--- config.mk ---
export PLATFORM = sky130hd
export DESIGN_NAME = tensor_products_flat
export DESIGN_NICKNAME = d
export VERILOG_FILES = /design/src/rtl/optical_flow_pkg.sv /design/src/rtl/tensor_products_if.sv /design/src/rtl/tensor_products_scale_sat.sv /design/src/rtl/tensor_products.sv /design/src/flat_wrapper.sv
export SDC_FILE = /design/constraint.sdc
export NUM_CORES = 2
export LEC_CHECK = 0
export BUFFER_PORTS_ARGS = -buffer_cell sky130_fd_sc_hd__buf_2
export CELL_PAD_IN_SITES_DETAIL_PLACEMENT = 1
export CELL_PAD_IN_SITES_GLOBAL_PLACEMENT = 2
export CORE_ASPECT_RATIO = 1.1
export CORE_MARGIN = 3
export CORE_UTILIZATION = 45
export CTS_CLUSTER_DIAMETER = 200
export DETAILED_ROUTE_END_ITERATION = 8
export PLACE_DENSITY_LB_ADDON = 0.12
export SLEW_MARGIN = 20
export SYNTH_ARGS = -nofsm -noshare
export SYNTH_HDL_FRONTEND = slang
export SYNTH_HIERARCHICAL = 1
export SYNTH_SLANG_ARGS = --single-unit
--- constraint.sdc ---
create_clock -name clk -period 8.5 [get_ports clk]
set_clock_uncertainty 0.15 [all_clocks]
set_input_delay 0.85 -clock clk [delete_from_list [all_inputs] [get_ports clk]]
set_output_delay 0.85 -clock clk [all_outputs]
set_load 0.005 [all_outputs]
--- src/rtl/optical_flow_pkg.sv ---
// Shared widths, frame geometry and data types for the optical-flow tensor path.
// Tensor product saturation is selected by TENSOR_SATURATE_EN in scale_sat.
package optical_flow_pkg;
  localparam int FRAME_WIDTH  = 1024;
  localparam int FRAME_HEIGHT = 768;
  localparam int IN_BITS      = 12;
  localparam int OUT_BITS     = 16;
  localparam int SHIFT        = 8;
  localparam int BORDER       = 3;

  typedef logic signed [IN_BITS-1:0]  grad_t;
  typedef logic signed [OUT_BITS-1:0] prod_t;

  typedef struct packed {
    prod_t xx;
    prod_t xy;
    prod_t yy;
    prod_t xt;
    prod_t yt;
  } tensor_t;
endpackage

--- src/rtl/tensor_products_if.sv ---
// Pixel stream in / tensor products out bundle for tensor_products.
interface tensor_products_if;
  import optical_flow_pkg::*;

  logic  en;
  grad_t t_in;
  grad_t x_in;
  grad_t y_in;
  prod_t xx_out;
  prod_t xy_out;
  prod_t yy_out;
  prod_t xt_out;
  prod_t yt_out;
  logic  valid_out;
  logic  sof_out;
  logic  eol_out;

  modport master (
    output en, t_in, x_in, y_in,
    input  xx_out, xy_out, yy_out, xt_out, yt_out, valid_out, sof_out, eol_out
  );

  modport slave (
    input  en, t_in, x_in, y_in,
    output xx_out, xy_out, yy_out, xt_out, yt_out, valid_out, sof_out, eol_out
  );
endinterface

--- src/rtl/tensor_products_scale_sat.sv ---
// Floor shift of one full-precision product, then saturate (TENSOR_SATURATE_EN)
// or two's-complement wrap to the output width.
module scale_sat #(
  parameter int IN_W  = 24,
  parameter int OUT_W = 16,
  parameter int SHIFT = 8
) (
  input  logic signed [IN_W-1:0]  p,
  output logic signed [OUT_W-1:0] q
);
  logic signed [IN_W-1:0] sh;

  // Arithmetic shift on a signed operand rounds toward -inf.
  assign sh = p >>> SHIFT;

`ifdef TENSOR_SATURATE_EN
  localparam logic signed [IN_W-1:0] MAX_V = {{(IN_W-OUT_W+1){1'b0}}, {(OUT_W-1){1'b1}}};
  localparam logic signed [IN_W-1:0] MIN_V = {{(IN_W-OUT_W+1){1'b1}}, {(OUT_W-1){1'b0}}};

  always_comb begin
    if (sh > MAX_V)
      q = MAX_V[OUT_W-1:0];
    else if (sh < MIN_V)
      q = MIN_V[OUT_W-1:0];
    else
      q = sh[OUT_W-1:0];
  end
`else
  logic unused_hi;
  assign unused_hi = ^sh[IN_W-1:OUT_W];
  assign q         = sh[OUT_W-1:0];
`endif
endmodule

--- src/rtl/tensor_products.sv ---
// Structure-tensor products Ixx/Ixy/Iyy/Ixt/Iyt, 3-stage en-stalled pipeline
// with raster tracking and border masking. Saturation via TENSOR_SATURATE_EN.
module tensor_products #(
  parameter int FRAME_WIDTH  = optical_flow_pkg::FRAME_WIDTH,
  parameter int FRAME_HEIGHT = optical_flow_pkg::FRAME_HEIGHT,
  parameter int SHIFT        = optical_flow_pkg::SHIFT,
  parameter int BORDER       = optical_flow_pkg::BORDER
) (
  input logic             clk,
  input logic             rst,
  tensor_products_if.slave bus
);
  import optical_flow_pkg::*;

  localparam int CW = (FRAME_WIDTH  > 1) ? $clog2(FRAME_WIDTH)  : 1;
  localparam int RW = (FRAME_HEIGHT > 1) ? $clog2(FRAME_HEIGHT) : 1;
  localparam int PW = 2 * IN_BITS;
  localparam logic [CW-1:0] COL_LAST = CW'(FRAME_WIDTH - 1);
  localparam logic [RW-1:0] ROW_LAST = RW'(FRAME_HEIGHT - 1);

  logic [CW-1:0] col, col1;
  logic [RW-1:0] row, row1;
  grad_t         t1, x1, y1;
  logic          v1, v2, v3;
  logic          inside1, mask2, sof2, eol2, sof3, eol3;
  logic signed [PW-1:0] p_xx, p_xy, p_yy, p_xt, p_yt;
  tensor_t       scaled, res;

  assign inside1 = (int'(col1) >= BORDER) && (int'(col1) < FRAME_WIDTH - BORDER) &&
                   (int'(row1) >= BORDER) && (int'(row1) < FRAME_HEIGHT - BORDER);

  always_ff @(posedge clk) begin
    if (rst) begin
      col  <= '0;
      row  <= '0;
      col1 <= '0;
      row1 <= '0;
      t1   <= '0;
      x1   <= '0;
      y1   <= '0;
      v1   <= 1'b0;
      v2   <= 1'b0;
      v3   <= 1'b0;
      p_xx <= '0;
      p_xy <= '0;
      p_yy <= '0;
      p_xt <= '0;
      p_yt <= '0;
      mask2 <= 1'b0;
      sof2 <= 1'b0;
      eol2 <= 1'b0;
      sof3 <= 1'b0;
      eol3 <= 1'b0;
      res  <= '0;
    end else if (bus.en) begin
      if (col == COL_LAST) begin
        col <= '0;
        row <= (row == ROW_LAST) ? '0 : row + 1'b1;
      end else begin
        col <= col + 1'b1;
      end
      // S1
      col1 <= col;
      row1 <= row;
      t1   <= bus.t_in;
      x1   <= bus.x_in;
      y1   <= bus.y_in;
      v1   <= 1'b1;
      // S2
      p_xx  <= PW'(x1) * PW'(x1);
      p_xy  <= PW'(x1) * PW'(y1);
      p_yy  <= PW'(y1) * PW'(y1);
      p_xt  <= PW'(x1) * PW'(t1);
      p_yt  <= PW'(y1) * PW'(t1);
      mask2 <= !inside1;
      sof2  <= (col1 == '0) && (row1 == '0);
      eol2  <= (col1 == COL_LAST);
      v2    <= v1;
      // S3
      res  <= mask2 ? '0 : scaled;
      sof3 <= sof2;
      eol3 <= eol2;
      v3   <= v2;
    end
  end

  scale_sat #(.IN_W(PW), .OUT_W(OUT_BITS), .SHIFT(SHIFT)) u_ss_xx (.p(p_xx), .q(scaled.xx));
  scale_sat #(.IN_W(PW), .OUT_W(OUT_BITS), .SHIFT(SHIFT)) u_ss_xy (.p(p_xy), .q(scaled.xy));
  scale_sat #(.IN_W(PW), .OUT_W(OUT_BITS), .SHIFT(SHIFT)) u_ss_yy (.p(p_yy), .q(scaled.yy));
  scale_sat #(.IN_W(PW), .OUT_W(OUT_BITS), .SHIFT(SHIFT)) u_ss_xt (.p(p_xt), .q(scaled.xt));
  scale_sat #(.IN_W(PW), .OUT_W(OUT_BITS), .SHIFT(SHIFT)) u_ss_yt (.p(p_yt), .q(scaled.yt));

  assign bus.xx_out    = res.xx;
  assign bus.xy_out    = res.xy;
  assign bus.yy_out    = res.yy;
  assign bus.xt_out    = res.xt;
  assign bus.yt_out    = res.yt;
  assign bus.valid_out = v3;
  assign bus.sof_out   = sof3;
  assign bus.eol_out   = eol3;
endmodule

--- src/flat_wrapper.sv ---
// flat-port wrapper written by rule: the top's interface ports become plain ports
module tensor_products_flat import optical_flow_pkg::*;
#(
  parameter int FRAME_WIDTH  = optical_flow_pkg::FRAME_WIDTH,
  parameter int FRAME_HEIGHT = optical_flow_pkg::FRAME_HEIGHT,
  parameter int SHIFT        = optical_flow_pkg::SHIFT,
  parameter int BORDER       = optical_flow_pkg::BORDER
)
  (clk, rst, bus_en, bus_t_in, bus_x_in, bus_y_in, bus_xx_out, bus_xy_out, bus_yy_out, bus_xt_out, bus_yt_out, bus_valid_out, bus_sof_out, bus_eol_out);
  tensor_products_if bus_i ();
  input logic clk;
  input logic rst;
  input wire logic [$bits(bus_i.en)-1:0] bus_en;
  input wire logic [$bits(bus_i.t_in)-1:0] bus_t_in;
  input wire logic [$bits(bus_i.x_in)-1:0] bus_x_in;
  input wire logic [$bits(bus_i.y_in)-1:0] bus_y_in;
  output wire logic [$bits(bus_i.xx_out)-1:0] bus_xx_out;
  output wire logic [$bits(bus_i.xy_out)-1:0] bus_xy_out;
  output wire logic [$bits(bus_i.yy_out)-1:0] bus_yy_out;
  output wire logic [$bits(bus_i.xt_out)-1:0] bus_xt_out;
  output wire logic [$bits(bus_i.yt_out)-1:0] bus_yt_out;
  output wire logic [$bits(bus_i.valid_out)-1:0] bus_valid_out;
  output wire logic [$bits(bus_i.sof_out)-1:0] bus_sof_out;
  output wire logic [$bits(bus_i.eol_out)-1:0] bus_eol_out;
  assign bus_i.en = bus_en;
  assign bus_i.t_in = bus_t_in;
  assign bus_i.x_in = bus_x_in;
  assign bus_i.y_in = bus_y_in;
  assign bus_xx_out = bus_i.xx_out;
  assign bus_xy_out = bus_i.xy_out;
  assign bus_yy_out = bus_i.yy_out;
  assign bus_xt_out = bus_i.xt_out;
  assign bus_yt_out = bus_i.yt_out;
  assign bus_valid_out = bus_i.valid_out;
  assign bus_sof_out = bus_i.sof_out;
  assign bus_eol_out = bus_i.eol_out;
  tensor_products #(.FRAME_WIDTH(FRAME_WIDTH), .FRAME_HEIGHT(FRAME_HEIGHT), .SHIFT(SHIFT), .BORDER(BORDER)) u_core (.clk(clk), .rst(rst), .bus(bus_i));
endmodule
# After elaboration in Yosys (flattened, before gate mapping)
# Index checks and enable logic that the tools add are counted.
[totals] in_bits=39 word_cells=50 register_bits=284
[op_classes] eq_ne=3 n_lt_le_gt_ge=4 n_mul=5 muxes=3 reduce_logical=8 add_sub_neg=2
[op_table] operator="multiplier 12 x 12 -> 24 bit" count=5
[op_table] operator="two-way mux 80 bit" count=1
[op_table] operator="equality test 10 bit, second input constant" count=3
[op_table] operator="adder 10 x 1 -> 10 bit, second input constant" count=2
[op_table] operator="greater-or-equal comparator 10 x 2 -> 1 bit, second input constant" count=2
[op_table] operator="zero test 10 bit" count=2
[op_table] operator="< comparator 10 bit, second input constant" count=2
[op_table] operator="two-way mux 10 bit" count=2
[op_table] operator="logical AND 1 bit" count=4
[op_table] operator="AND reduction 2 bit" count=1
[op_table] operator="zero test 1 bit" count=1

# Logic depth before layout (Yosys ltp)
[depth] ltp_word=5 depth_mapped=21 depth_no_buf=20

# Modules after synthesis
# Netlist, hierarchy kept.
[modules_own_cells] module="tensor_products" area_per_inst_um2=36304.8 n_inst=1 seq_area_each_um2=5645.4 cells_per_inst=4035
[modules_own_cells] module="scale_sat" area_per_inst_um2=120.1 n_inst=5 seq_area_each_um2=0.0 cells_per_inst=16

# Worst setup path after synthesis
# Ideal clock, no wire load.
[synth_path] kind="flip-flop to flip-flop" startpoint="register u_core.y1[11]" endpoint="register u_core.p_yy[21]" t_arrival_ns=5.353 path_buffers=2 setup_slack_ns=2.875 setup_time_ns=0.122 stages_incl_launch_ff=21 period_less_slack_ns=5.625 required_ns=8.228 cell_sequence="dfxtp_1 -> clkbuf_1 -> buf_1 -> nand2_1 -> fa_1 -> inv_1 -> ha_1 -> inv_1 -> fa_1 -> inv_1 -> fa_1 -> inv_1 -> fa_1 -> inv_1 -> ha_1 -> a21oi_1 -> o21ai_0 -> or2_2 -> o21a_1 -> a31o_2 -> a221o_1"
[synth_via] elab_chain_cells=1
[synth_rtl] element="from (decl)" line="tensor_products.sv:23" text="grad_t t1, x1, y1;"
[synth_rtl] element="from (signal assigned)" line="tensor_products.sv:67" text="y1 <= bus.y_in;"
[synth_rtl] element="multiplier 12 x 12 -> 24 bit" line="tensor_products.sv:72" text="p_yy <= PW'(y1) * PW'(y1);"
[synth_rtl] element="to (signal assigned)" line="tensor_products.sv:72"
[synth_rtl] element="to (decl)" line="tensor_products.sv:26" text="logic signed [PW-1:0] p_xx, p_xy, p_yy, p_xt, p_yt;"
# Every way passes these cells.
# A chain may end at the register's enable or synchronous reset.

# Worst setup path after layout
[layout_path] startpoint="register u_core.t1[11]" endpoint="register u_core.p_yt[15]"
[layout_via] elab_chain_cells=1
[layout_rtl] element="from (decl)" line="tensor_products.sv:23"
[layout_rtl] element="from (signal assigned)" line="tensor_products.sv:65" text="t1 <= bus.t_in;"
[layout_rtl] element="multiplier 12 x 12 -> 24 bit" line="tensor_products.sv:74" text="p_yt <= PW'(y1) * PW'(t1);"
[layout_rtl] element="to (signal assigned)" line="tensor_products.sv:74"
[layout_rtl] element="to (decl)" line="tensor_products.sv:26"
# Every way passes these cells.

==> run_results.csv <==
group,metric,value,unit
floorplanning,width_of_the_chip,274.1,um
timing,relSlewSlack,27.43,%
pwr,ir_drop,148.2,uV
synth,post_synth_instance_area,0.03559,mm^2
timing,fin_crit,6.742,ns
grt,grt.overflow.total,0,
critical_path,worst_path_max_delay_cell,"clkinv_1",
cells_and_area,area_growth,5.860,%
clock_network,tritoncts_clock_tree,"done",
pwr,p_leak,19.10,nW
pwr,finalPower,0.004682,W
cells_and_area,diodes,0,
timing,final.setup.tns,0,ns
drt,drt-wirelength-per-cell,19.59,um
clock_network,total_of_cells_resized_after_clock_tree_synthesis,0,
critical_path,worst_r2r_path_depth,16,
placed_design,total_placed_cells_including_tap_cells,4904,
critical_path,timing.critical_path.cells,"clkinv_1, nor2_1, fa_1, fa_1, fa_1, fa_1, inv_1, fa_1, inv_1, ha_1, a21oi_1, o21bai_1, a21oi_1, a21oi_1, o21ai_0, a21oi_1",
worst_hold_path,min_from,"u_core/v1$_SDFFE_PP0P_",
critical_path,cp_max_fo,19,
critical_path,cp_common_cell,"fa_1",
pwr,power.share.clock,33.7,%
floorplanning,floorplan.die_area,0.08250,mm^2
placed_design,hpwl,74.80,mm
clock_network,clk_transition_reported_paths,0.06,ns
cells_and_area,drive_above_1_share,6.185,%
critical_path,worstSetupEndpointType,"flip-flop",
critical_path,crit_path_start_kind,"flip-flop",
clock_network,tritoncts.num_buffers,34,
timing,maxClockFrequency,148.3,MHz
critical_path,cp_data_arrival_time,7.02,ns
floorplanning,placeableCoreArea,0.07792,mm^2
clock_network,worstSkewPairLatency,0.59,ns
clock_network,h-tree-depth,2,
drt,drt-vias-per-instance,5.228,
drt,drt_drc_violations_left,0,
worst_hold_path,min_delay_path_depth,2,
synth,syn_avg_cell_area,8.931,um^2
cells_and_area,layout.nets,4869,
pwr,net-switching-power,0.001830,W
grt,via_count_of_the_first_global_routing_pass,28323,
critical_path,critical_setup_path_kind,"reg -> reg",
timing,max_slew.worst_pin.slew,1.087,ns
clock_network,clkSinkCount,244,
timing,grt_setup_unrepaired,"no",
drt,drt_iter0_drc,1231,
pwr,power_density,124.3,mW/mm^2
timing,timing_max_transition_violations_final,0,
clock_network,cts-root-buf,"clkbuf_16",
clock_network,post-cts-setup-buffer-count,0,
placed_design,place_congestion,0.8284,
clock_network,cts-root-to-sink-buffers,3,
pwr,sequentialPowerShare,29.3,%
cells_and_area,final_design_utilization,48.35,%
floorplanning,die-height,301.0,um
grt,track_usage,24.59,%
synth,syn_nets,4949,
critical_path,critical_path_required,8.78,ns
grt,grt_antenna_before_repair,4,
critical_path,timing.rr.start,"u_core/t1[11]$_SDFFE_PP0P_",
pwr,switching_fraction_of_total_power,39.08,%
floorplanning,rows,107,
timing,post-route-period-util,79.32,%
drt,final_ant_viol_nets,0,
cells_and_area,n_fill_cell,9103,
timing,hold-worst-slack,0.3138,ns
synth,synthCells,3985,
drt,detailroute.via_count,25953,
critical_path,worstSetupStartpoint,"u_core/t1[11]$_SDFFE_PP0P_",
worst_hold_path,timing.hold.worst.class,"reg -> reg",
timing,timing.final.hold_violations,0,
floorplanning,initial_utilization,45.68,%
synth,yosysWarningCount,6,
floorplanning,floorplan.io_pins,122,
pwr,internal_power,0.002852,W
critical_path,critPathMaxStageDelay,0.91,ns
drt,first_pass_iters,5,
pwr,combinationalPowerShare,37.0,%
clock_network,cts.hold.buffers_added,0,
drt,route.final.wire_length,97.24,mm
grt,grt_max_degree,80,
run_status,status,"finished, final reports clean",
cells_and_area,post_layout_nonfiller_instances,4964,
placed_design,io_buffers,121,
flow_run,maxCapViolations,0,
timing,timing.final.setup_violations,0,
grt,grt_first_pass_wirelength,158.1,mm
## through the flow
stage | instance area [um^2] | setup slack [ns]
3_5_place_dp | 36470 | 1.865
2_1_floorplan | 35590 | 2.875
4_1_cts | 37670 | 1.830
3_3_place_gp | 36470 | 2.067
6_report | 37680 | 1.758
5_1_grt | 37680 | 1.531
## cell type report
type | instances | area, um^2 | area share, %
clock buffers | 46 | 935.9 | 2.484
clock inverters | 14 | 270.3 | 0.7173
inverters | 834 | 3133 | 8.316
multi-input cells | 2623 | 26190 | 69.50
flip-flops and latches | 244 | 4886 | 12.97
well taps | 1035 | 1295 | 3.437
repair buffers | 168 | 970.9 | 2.577
## critical path: cells and delay by family, from the launching register on
family	cells	cell delay (ns)
buffers and inverters	3	1.00
adder cells (fa/ha/maj)	6	2.76
AND/OR/NAND/NOR	1	0.35
flip-flops	1	0.72
AO/OA/AOI/OAI	6	1.59
## flip-flops by register name, indices dropped and copies added (netlist names), 12 cells and up
register and count:
u_core/p_yt 16, u_core/bus.xy_out 16, u_core/bus.xt_out 16, u_core/p_xx 16
u_core/bus.yy_out 16, u_core/p_xt 16, u_core/bus.xx_out 16, u_core/p_yy 16
u_core/y1 12, u_core/x1 12, u_core/t1 12, u_core/bus.yt_out 16
u_core/p_xy 16
## path summary, 6_finish.rpt
path	to	slack [ns]
min	u_core/v1$_SDFFE_PP0P_	0.31
max reg2reg	u_core/p_yt[15]$_SDFFE_PP0P_	1.76
min reg2reg	u_core/v1$_SDFFE_PP0P_	0.31
max	u_core/p_yt[15]$_SDFFE_PP0P_	1.76
## placed cells by master (no fill, tap or decap), drive strengths merged, types with 10 or more instances in the layout
cell type / n
o21ai: 53
nand2: 428
fa: 661
xor2: 18
or3: 14
nor2: 289
o21a: 26
mux2i: 74
inv: 834
buf: 168
a21o: 41
a31oi: 10
nand3: 46
a22oi: 83
and3: 18
o21bai: 10
a32o: 13
nor2b: 13
nor4: 10
clkbuf: 46
and2: 193
a211oi: 14
nor3: 26
o211ai: 14
a21oi: 101
ha: 264
xnor2: 60
nand2b: 19
dfxtp: 244
o31ai: 11
nand4: 22
## layer usage
| layer | share of wire (%) | GRT usage [%] | up-vias |
|---|---|---|---|
| met1 | 46 | 34.92 | 13413 |
| met2 | 46 | 39.27 | 484 |
| met4 | 2.2 | 5.424 | 0 |
| met5 | 0 | 0 | - |
| met3 | 6.1 | 4.502 | 89 |
| li1 | - | - | 11967 |
## power groups by stage
stage               sequential [W]  clock (W)  combinational (W)
floorplan                  0.00131          0            0.00135
global placement           0.00139          0            0.00170
detailed placement         0.00139          0            0.00173
CTS                        0.00137    0.00163            0.00175
global route               0.00138    0.00167            0.00199
finish                     0.00137    0.00158            0.00173
(Power assumes the default switching activity.)
